===== src/rtl/serial_add_sequencer.sv =====
// Multi-cycle adder: captures one operand set, adds it SLICE_W bits per cycle through
// one shared ripple slice, then holds the registered result until the consumer takes it.

module serial_add_slice #(
  parameter int W = 8
) (
  input  logic [W-1:0] i_a,
  input  logic [W-1:0] i_b,
  input  logic         i_cin,
  output logic [W-1:0] o_sum,
  output logic         o_cout
);

  logic [W:0] w_c;

  // Bit-level ripple chain for one slice.
  always_comb begin
    w_c    = '0;
    o_sum  = '0;
    w_c[0] = i_cin;
    for (int i = 0; i < W; i++) begin
      o_sum[i]  = i_a[i] ^ i_b[i] ^ w_c[i];
      w_c[i+1]  = (i_a[i] & i_b[i]) | (w_c[i] & (i_a[i] ^ i_b[i]));
    end
    o_cout = w_c[W];
  end

endmodule

module serial_add_sequencer #(
  parameter int DATA_W  = 64,
  parameter int SLICE_W = 8
) (
  input  logic              clk,
  input  logic              rst,
  input  logic              in_valid,
  output logic              in_ready,
  input  logic [DATA_W-1:0] a,
  input  logic [DATA_W-1:0] b,
  input  logic              cin,
  output logic              out_valid,
  input  logic              out_ready,
  output logic [DATA_W-1:0] sum,
  output logic              cout,
  output logic              busy
);

  localparam int N     = DATA_W / SLICE_W;
  localparam int IDX_W = (N > 1) ? $clog2(N) : 1;
  localparam logic [IDX_W-1:0] LAST_IDX = IDX_W'(N - 1);

  typedef enum logic [1:0] {
    S_IDLE = 2'd0,
    S_RUN  = 2'd1,
    S_DONE = 2'd2
  } state_t;

  state_t r_state;
  state_t w_state_next;

  logic [DATA_W-1:0]  r_a;
  logic [DATA_W-1:0]  r_b;
  logic               r_carry;
  logic [DATA_W-1:0]  r_work;
  logic [IDX_W-1:0]   r_idx;
  logic [DATA_W-1:0]  r_sum;
  logic               r_cout;

  logic               w_accept;
  logic               w_last;
  logic [SLICE_W-1:0] w_a_slice;
  logic [SLICE_W-1:0] w_b_slice;
  logic [SLICE_W-1:0] w_slice_sum;
  logic               w_slice_cout;
  logic [DATA_W-1:0]  w_work_next;

  assign w_accept  = (r_state == S_IDLE) && in_valid;
  assign w_last    = (r_state == S_RUN) && (r_idx == LAST_IDX);
  assign w_a_slice = r_a[r_idx*SLICE_W +: SLICE_W];
  assign w_b_slice = r_b[r_idx*SLICE_W +: SLICE_W];

  serial_add_slice #(.W(SLICE_W)) u_slice (
    .i_a    (w_a_slice),
    .i_b    (w_b_slice),
    .i_cin  (r_carry),
    .o_sum  (w_slice_sum),
    .o_cout (w_slice_cout)
  );

  // Working sum with the current slice merged in.
  always_comb begin
    w_work_next = r_work;
    w_work_next[r_idx*SLICE_W +: SLICE_W] = w_slice_sum;
  end

  // State register.
  always_ff @(posedge clk) begin
    if (rst) begin
      r_state <= S_IDLE;
    end else begin
      r_state <= w_state_next;
    end
  end

  // Next-state decode; DONE always returns through IDLE so no same-cycle re-accept.
  always_comb begin
    w_state_next = r_state;
    case (r_state)
      S_IDLE: begin
        if (in_valid) w_state_next = S_RUN;
        else          w_state_next = S_IDLE;
      end
      S_RUN: begin
        if (r_idx == LAST_IDX) w_state_next = S_DONE;
        else                   w_state_next = S_RUN;
      end
      S_DONE: begin
        if (out_ready) w_state_next = S_IDLE;
        else           w_state_next = S_DONE;
      end
      default: w_state_next = S_IDLE;
    endcase
  end

  // Operand capture, slice stepping and result load.
  always_ff @(posedge clk) begin
    if (rst) begin
      r_a     <= '0;
      r_b     <= '0;
      r_carry <= 1'b0;
      r_work  <= '0;
      r_idx   <= '0;
      r_sum   <= '0;
      r_cout  <= 1'b0;
    end else if (w_accept) begin
      r_a     <= a;
      r_b     <= b;
      r_carry <= cin;
      r_work  <= '0;
      r_idx   <= '0;
    end else if (r_state == S_RUN) begin
      r_work  <= w_work_next;
      r_carry <= w_slice_cout;
      if (r_idx != LAST_IDX) begin
        r_idx <= r_idx + 1'b1;
      end
      if (w_last) begin
        r_sum  <= w_work_next;
        r_cout <= w_slice_cout;
      end
    end
  end

  assign in_ready  = (r_state == S_IDLE);
  assign out_valid = (r_state == S_DONE);
  assign busy      = (r_state != S_IDLE);
  assign sum       = r_sum;
  assign cout      = r_cout;

endmodule


===== config.mk =====
export PLATFORM = sky130hd
export DESIGN_NAME = serial_add_sequencer
export DESIGN_NICKNAME = d
export VERILOG_FILES = /design/src/rtl/serial_add_sequencer.sv
export SDC_FILE = /design/constraint.sdc
export NUM_CORES = 1
export LEC_CHECK = 0
export BUFFER_PORTS_ARGS = -buffer_cell sky130_fd_sc_hd__buf_2
export CORE_MARGIN = 1
export CORE_UTILIZATION = 35
export DETAILED_ROUTE_END_ITERATION = 10
export PLACE_DENSITY = 0.61
export SETUP_SLACK_MARGIN = 0.5
export SYNTH_ARGS = -nofsm -noshare
export SYNTH_HDL_FRONTEND = slang
export SYNTH_SLANG_ARGS = --single-unit

===== constraint.sdc =====
create_clock -name clk -period 14.2 [get_ports clk]
set_input_delay 2.84 -clock clk [delete_from_list [all_inputs] [get_ports clk]]
set_output_delay 2.84 -clock clk [all_outputs]
set_load 0.005 [all_outputs]

=== Word level (Yosys, flattened, before mapping) ===
Index checks and enable logic that the tools add are counted.
W data, S select, Z words.

* Register bits: 263
* Latch bits: 0
* RAM bits: 0
* ROM bits: 0
* Input port bits: 133
* Output and inout bits: 68
* Word-level logic and storage cells: 74
* Memories kept: 0

* Add/sub/neg operators: 2
* $mul: 0
* Divide/modulo/power cells: 0
* Order comparisons: 0
* Eq/ne operators: 4
* Shifts and indexed selects: 4
* Muxes and demuxes: 7
* Bitwise logic cells: 41
* Reductions and logical operators: 8

{| class="wikitable"
|+ Operators by type and width
! cell !! count
|-
| $shiftx A64 B7 Y8 || 2
|-
| $bwmux W64 || 1
|-
| $shift A8 B34 Y64 const A || 1
|-
| $shiftx A8 B34 Y64 || 1
|-
| $neg A6 Y34 || 1
|-
| $and A1 B1 Y1 || 16
|-
| $xor A1 B1 Y1 || 16
|-
| $or A1 B1 Y1 || 8
|-
| $pmux W2 S3 || 1
|-
| $mux W2 || 2
|-
| $reduce_bool A2 Y1 || 2
|-
| $add A3 B1 Y3 const B || 1
|-
| $eq A3 B3 Y1 const B || 1
|-
| $mux W1 || 3
|-
| $ne A3 B3 Y1 const B || 1
|-
| $reduce_and A3 Y1 || 1
|-
| $eq A2 B1 Y1 const B || 1
|-
| $eq A2 B2 Y1 const B || 1
|-
| $logic_and A1 B1 Y1 || 2
|-
| $logic_not A2 Y1 || 1
|-
| $reduce_and A2 Y1 || 1
|-
| $reduce_or A2 Y1 || 1
|-
| $not A1 Y1 || 1
|}

=== Depth between registers and ports, before layout ===
* Word-level depth: 20
* Depth in mapped cells: 20
* Mapped depth without buffers: 16

=== Modules after synthesis ===
Synthesis repeated with hierarchy kept, for this count alone.

* Cell total of the unflattened synthesis: 1299
* Area, all modules: 11143.2 um^2

{| class="wikitable"
|+ Modules (own cells, without submodules)
! module !! instances !! cells an instance !! area an instance (um^2) !! seq. area each (um^2)
|-
| serial_add_sequencer || 1 || 1281 || 10945.5 || 5265.0
|-
| serial_add_slice || 1 || 18 || 197.7 || 0.0
|}

=== Worst setup path after synthesis ===
No wires, ideal clock.

* Path kind: reg-to-reg
* From: reg r_idx[0]
* To: reg r_sum[47], in the netlist sum[47]
* Setup time: 0.133 ns
* Data arrival time: 4.857 ns
* Data required time: 14.067 ns
* Path slack: 9.210 ns
* Cell stages (with the launch flop): 21
* Buffers on the path: 4
* Clock period less this slack: 4.990 ns
* Path through: dfxtp_1 buf_6 buf_2 buf_2 mux4_2 mux2i_1 fa_1 fa_1 fa_1 fa_1 fa_1 inv_1 fa_1 inv_1 fa_1 inv_1 fa_1 and3b_1 clkbuf_1 mux2i_1 a21oi_1

* Longest elaborated chain between the ends: 19
* Elaborated cells between the ends (all ways): 46
* Classes of those cells: add/sub (1); eq/ne (1); shift (4); mux (1); bitwise (37); reduce/logical (2)

{| class="wikitable"
|+ Ends and longest elaborated chain
! element !! RTL line !! text
|-
| start, declared || 65 || <nowiki>logic [IDX_W-1:0] r_idx;</nowiki>
|-
| start signal, assigned || 145 || <nowiki>r_idx <= r_idx + 1'b1;</nowiki>
|-
| $shiftx A64 B7 Y8 (on tied branches) || 79, 80 ||
|-
| $xor A1 B1 Y1 || 22, 23 ||
|-
| $and A1 B1 Y1 || 23 || <nowiki>w_c[i+1] = (i_a[i] & i_b[i]) | (w_c[i] & (i_a[i] ^ i_b[i]));</nowiki>
|-
| $or A1 B1 Y1 || 23 ||
|-
| $and A1 B1 Y1 || 23 ||
|-
| $or A1 B1 Y1 || 23 ||
|-
| $and A1 B1 Y1 || 23 ||
|-
| $or A1 B1 Y1 || 23 ||
|-
| [... 3 more ...] || - ||
|-
| $or A1 B1 Y1 || 23 ||
|-
| $and A1 B1 Y1 || 23 ||
|-
| $or A1 B1 Y1 || 23 ||
|-
| $and A1 B1 Y1 || 23 ||
|-
| $or A1 B1 Y1 || 23 ||
|-
| $xor A1 B1 Y1 || 22 || <nowiki>o_sum[i] = i_a[i] ^ i_b[i] ^ w_c[i];</nowiki>
|-
| $shiftx A8 B34 Y64 || 93 || <nowiki>w_work_next[r_idx*SLICE_W +: SLICE_W] = w_slice_sum;</nowiki>
|-
| $bwmux W64 || 93 ||
|-
| end signal, assigned || 148 || <nowiki>r_sum <= w_work_next;</nowiki>
|-
| end, declared || 66 || <nowiki>logic [DATA_W-1:0] r_sum;</nowiki>
|}

Several ways; a longest one is shown, not always the timed one.
A chain may end at the register's enable or synchronous reset.

=== Worst setup path in the final report ===
* From: reg r_idx[0]
* To: reg r_sum[63], in the netlist sum[63]

The elaborated chain is that of the path after synthesis.

==> results.cfg <==
[cells_and_area]
mostFrequentLayoutCells = 289 x nand2_1, 261 x dfxtp_1, 214 x a21oi_1
layout-drive-gt1-share_pct = 22.2
fin_area_sq_um = 13700
mostFrequentLayoutCell = nand2_1
nets = 1592
diodes = 0
area_growth_pct = 18.0

[setup_path]
critPathArrivalTime_ns = 6.03
worstRegToRegCells = 17
cp-start-kind = flop
criticalPathCategory = flop to flop
path_max_fanout = 34
end_kind = flop
timing.critical_path.required_ns = 14.60
worst-r2r-setup-slack_ns = 8.57

[synthesis]
ys_seq_area_share_pct = 45.4
synthMuxAreaShare_pct = 11.4
yosys.area_share.simple_pct = 17.5
synth_edf_count = 0
yosysTopAreaCellShare_pct = 45.4
synth_ff_type = dfxtp_1
synth_area_sq_um = 11600
async_reset_ff_share_pct = 0
synth-adder-area-share_pct = 1.81
synth_xor_area_share_pct = 0.0755
synth_top_family_by_area = compound AO/OA/AOI/OAI gates
synth_cell_types = 55
synth-compound-area-share_pct = 17.9
synth.ff_latch_count = 263
syn_area_per_cell_sq_um = 8.72
synthCells = 1330
synth_warnings = 0
yosys-top-cells-area = dfxtp_1 45%, nand2_1 9.3%, a21oi_1 9.2%
syn_nets = 1475
synth_area_leader_cell = dfxtp_1

[placement]
gp_congestion = 0.807
dp_hpwl_mm = 22.7
place_area_sq_um = 12700
dpl_worst_slack_ns = 8.59
port_buffers = 200

[floorplanning]
fp-row-count = 66
die_w_um = 184
die_y_um = 184
dieArea_sq_um = 33900
initial_core_util_pct = 35.7
design.core.area_sq_um = 32500
io_pins = 201

[routing]
drt_iter0_markers = 735
drc_errors = 0
routedWlPerCell_um = 17.6
routed_wl_mm = 33.6
vias = 9990
vias_per_cell = 5.23
dr.pass1.iters = 5
ant_nets = 0

[global_routing]
antenna_found_initial = 0
grt_usage_pct = 19.6
gr-total-overflow = 0
grt_pass1_vias = 9522
grt_max_degree = 106
grt_pass1_wl_mm = 53.0

[sta]
hold_violations = 0
maxClockFrequency_mhz = 177
rsz0062_at_grt = false
timing.final.ws_setup_ns = 8.57
finalCritPeriodShare_pct = 39.7
skew_ns = 0.0118
slew_headroom_pct = 25.5
fin_crit_ns = 5.63
setup_viol = 0
fin_setup_tns_ns = 0
final_max_slew_viol_count = 0
worst_pin_slew_ns = 1.12
hold_ws_ns = 0.452

[clock_tree]
path_clk_slew_ns = 0.06
cts_max_level = 1
cts_max_path_buffers = 3
ctsHoldBuffers = 0
cts.sinks = 263
cts_root_buffer = clkbuf_16
postCtsSetupBuffers = 0
ctsResizeCount = 0
clock_latency_ns = 0.54
cts_buffers = 28
cts_tree = yes

[pwr]
cellLeakagePower_nw = 5.34
power_mw = 1.70
irDropWorstVdd_uv = 79.5
p_per_area_nw_per_um2 = 125

[job]
maxCapViolations = 0

[status]
status = finished clean

[worst_hold_path]
min_path_type = flop to flop
hold-path-cell-count = 2
-- logic make-up after synthesis --
| family | after synthesis |
|---|---|
| fa+ha+maj | 12 |
| flops | 263 |
| xor+xnor | 1 |
| compound gates | 368 |
| buf+inv | 160 |
| mux | 92 |
| simple gates | 434 |
-- routing by layer --
metal / wire (um) / global-route usage (%) / part of all wire [%] / vias up
met2: 16100 / 32.3 / 48 / 312
li1: - / - / - / 4905
met1: 15200 / 27.2 / 45 / 4735
met4: 517 / 4.03 / 1.5 / 0
met3: 1730 / 2.79 / 5.2 / 38
met5: 0 / 0 / 0 / -
-- area by class of cell --
cell class | count | area (sq um)
sequential | 263 | 5270
multi-input combinational | 907 | 5670
inverter | 31 | 116
fill | 3321 | 18800
clock inverter | 8 | 120
timing repair buffer | 216 | 1120
tap | 442 | 553
clock buffer | 42 | 835
-- worst paths after layout --
| kind | from | end |
|---|---|---|
| hold reg to reg | r_a[59] | r_a[59] |
| hold / removal | r_a[59] | r_a[59] |
| setup / recovery | r_idx[0] | sum[63] |
| setup reg to reg | r_idx[0] | sum[63] |
-- critical path, cell delays in order, from the launching register on --
cell,delay [ns]
dfxtp_4,0.57
buf_4,0.61
mux4_2,0.35
mux2i_1,0.09
fa_1,0.43
fa_1,0.39
fa_1,0.39
fa_1,0.40
fa_1,0.39
inv_1,0.08
fa_1,0.15
inv_1,0.04
fa_1,0.36
inv_1,0.08
fa_1,0.55
and3b_1,0.34
mux2i_1,0.17
a21oi_1,0.08
-- cells in the mapped netlist (7+ instances only) --
master and n:
a221oi_1 16, mux2i_1 60, nand3_1 65, a31oi_1 11, mux4_2 32, nor2_1 12, o21ai_0 83, a21oi_1 214
nand2_1 289, o31ai_2 8, o211ai_1 7, fa_1 8, clkbuf_1 74, buf_2 43, inv_1 29, nand4_1 16
dfxtp_1 263
-- power by group --
part	internal, mW	switching, mW
combinational	0.0597	0.112
clock	0.458	0.298
sequential	0.763	0.0153
-- per-stage QoR --
step / util [%] / std cells
6_report: 42.1 / 1909
5_1_grt: 42.1 / 1909
4_1_cts: 42.1 / 1909
3_5_place_dp: 39.1 / 1859
3_3_place_gp: 39.1 / 1859
2_1_floorplan: - / 1330
-- registers in the layout, indices dropped and copies added, names as in the netlist --
| register | cells |
|---|---|
| r_idx | 3 |
| r_state | 2 |
| cout | 1 |
| r_a | 64 |
| sum | 64 |
| r_carry | 1 |
| r_work | 64 |
| r_b | 64 |
Power figures use the tool's default switching activity.
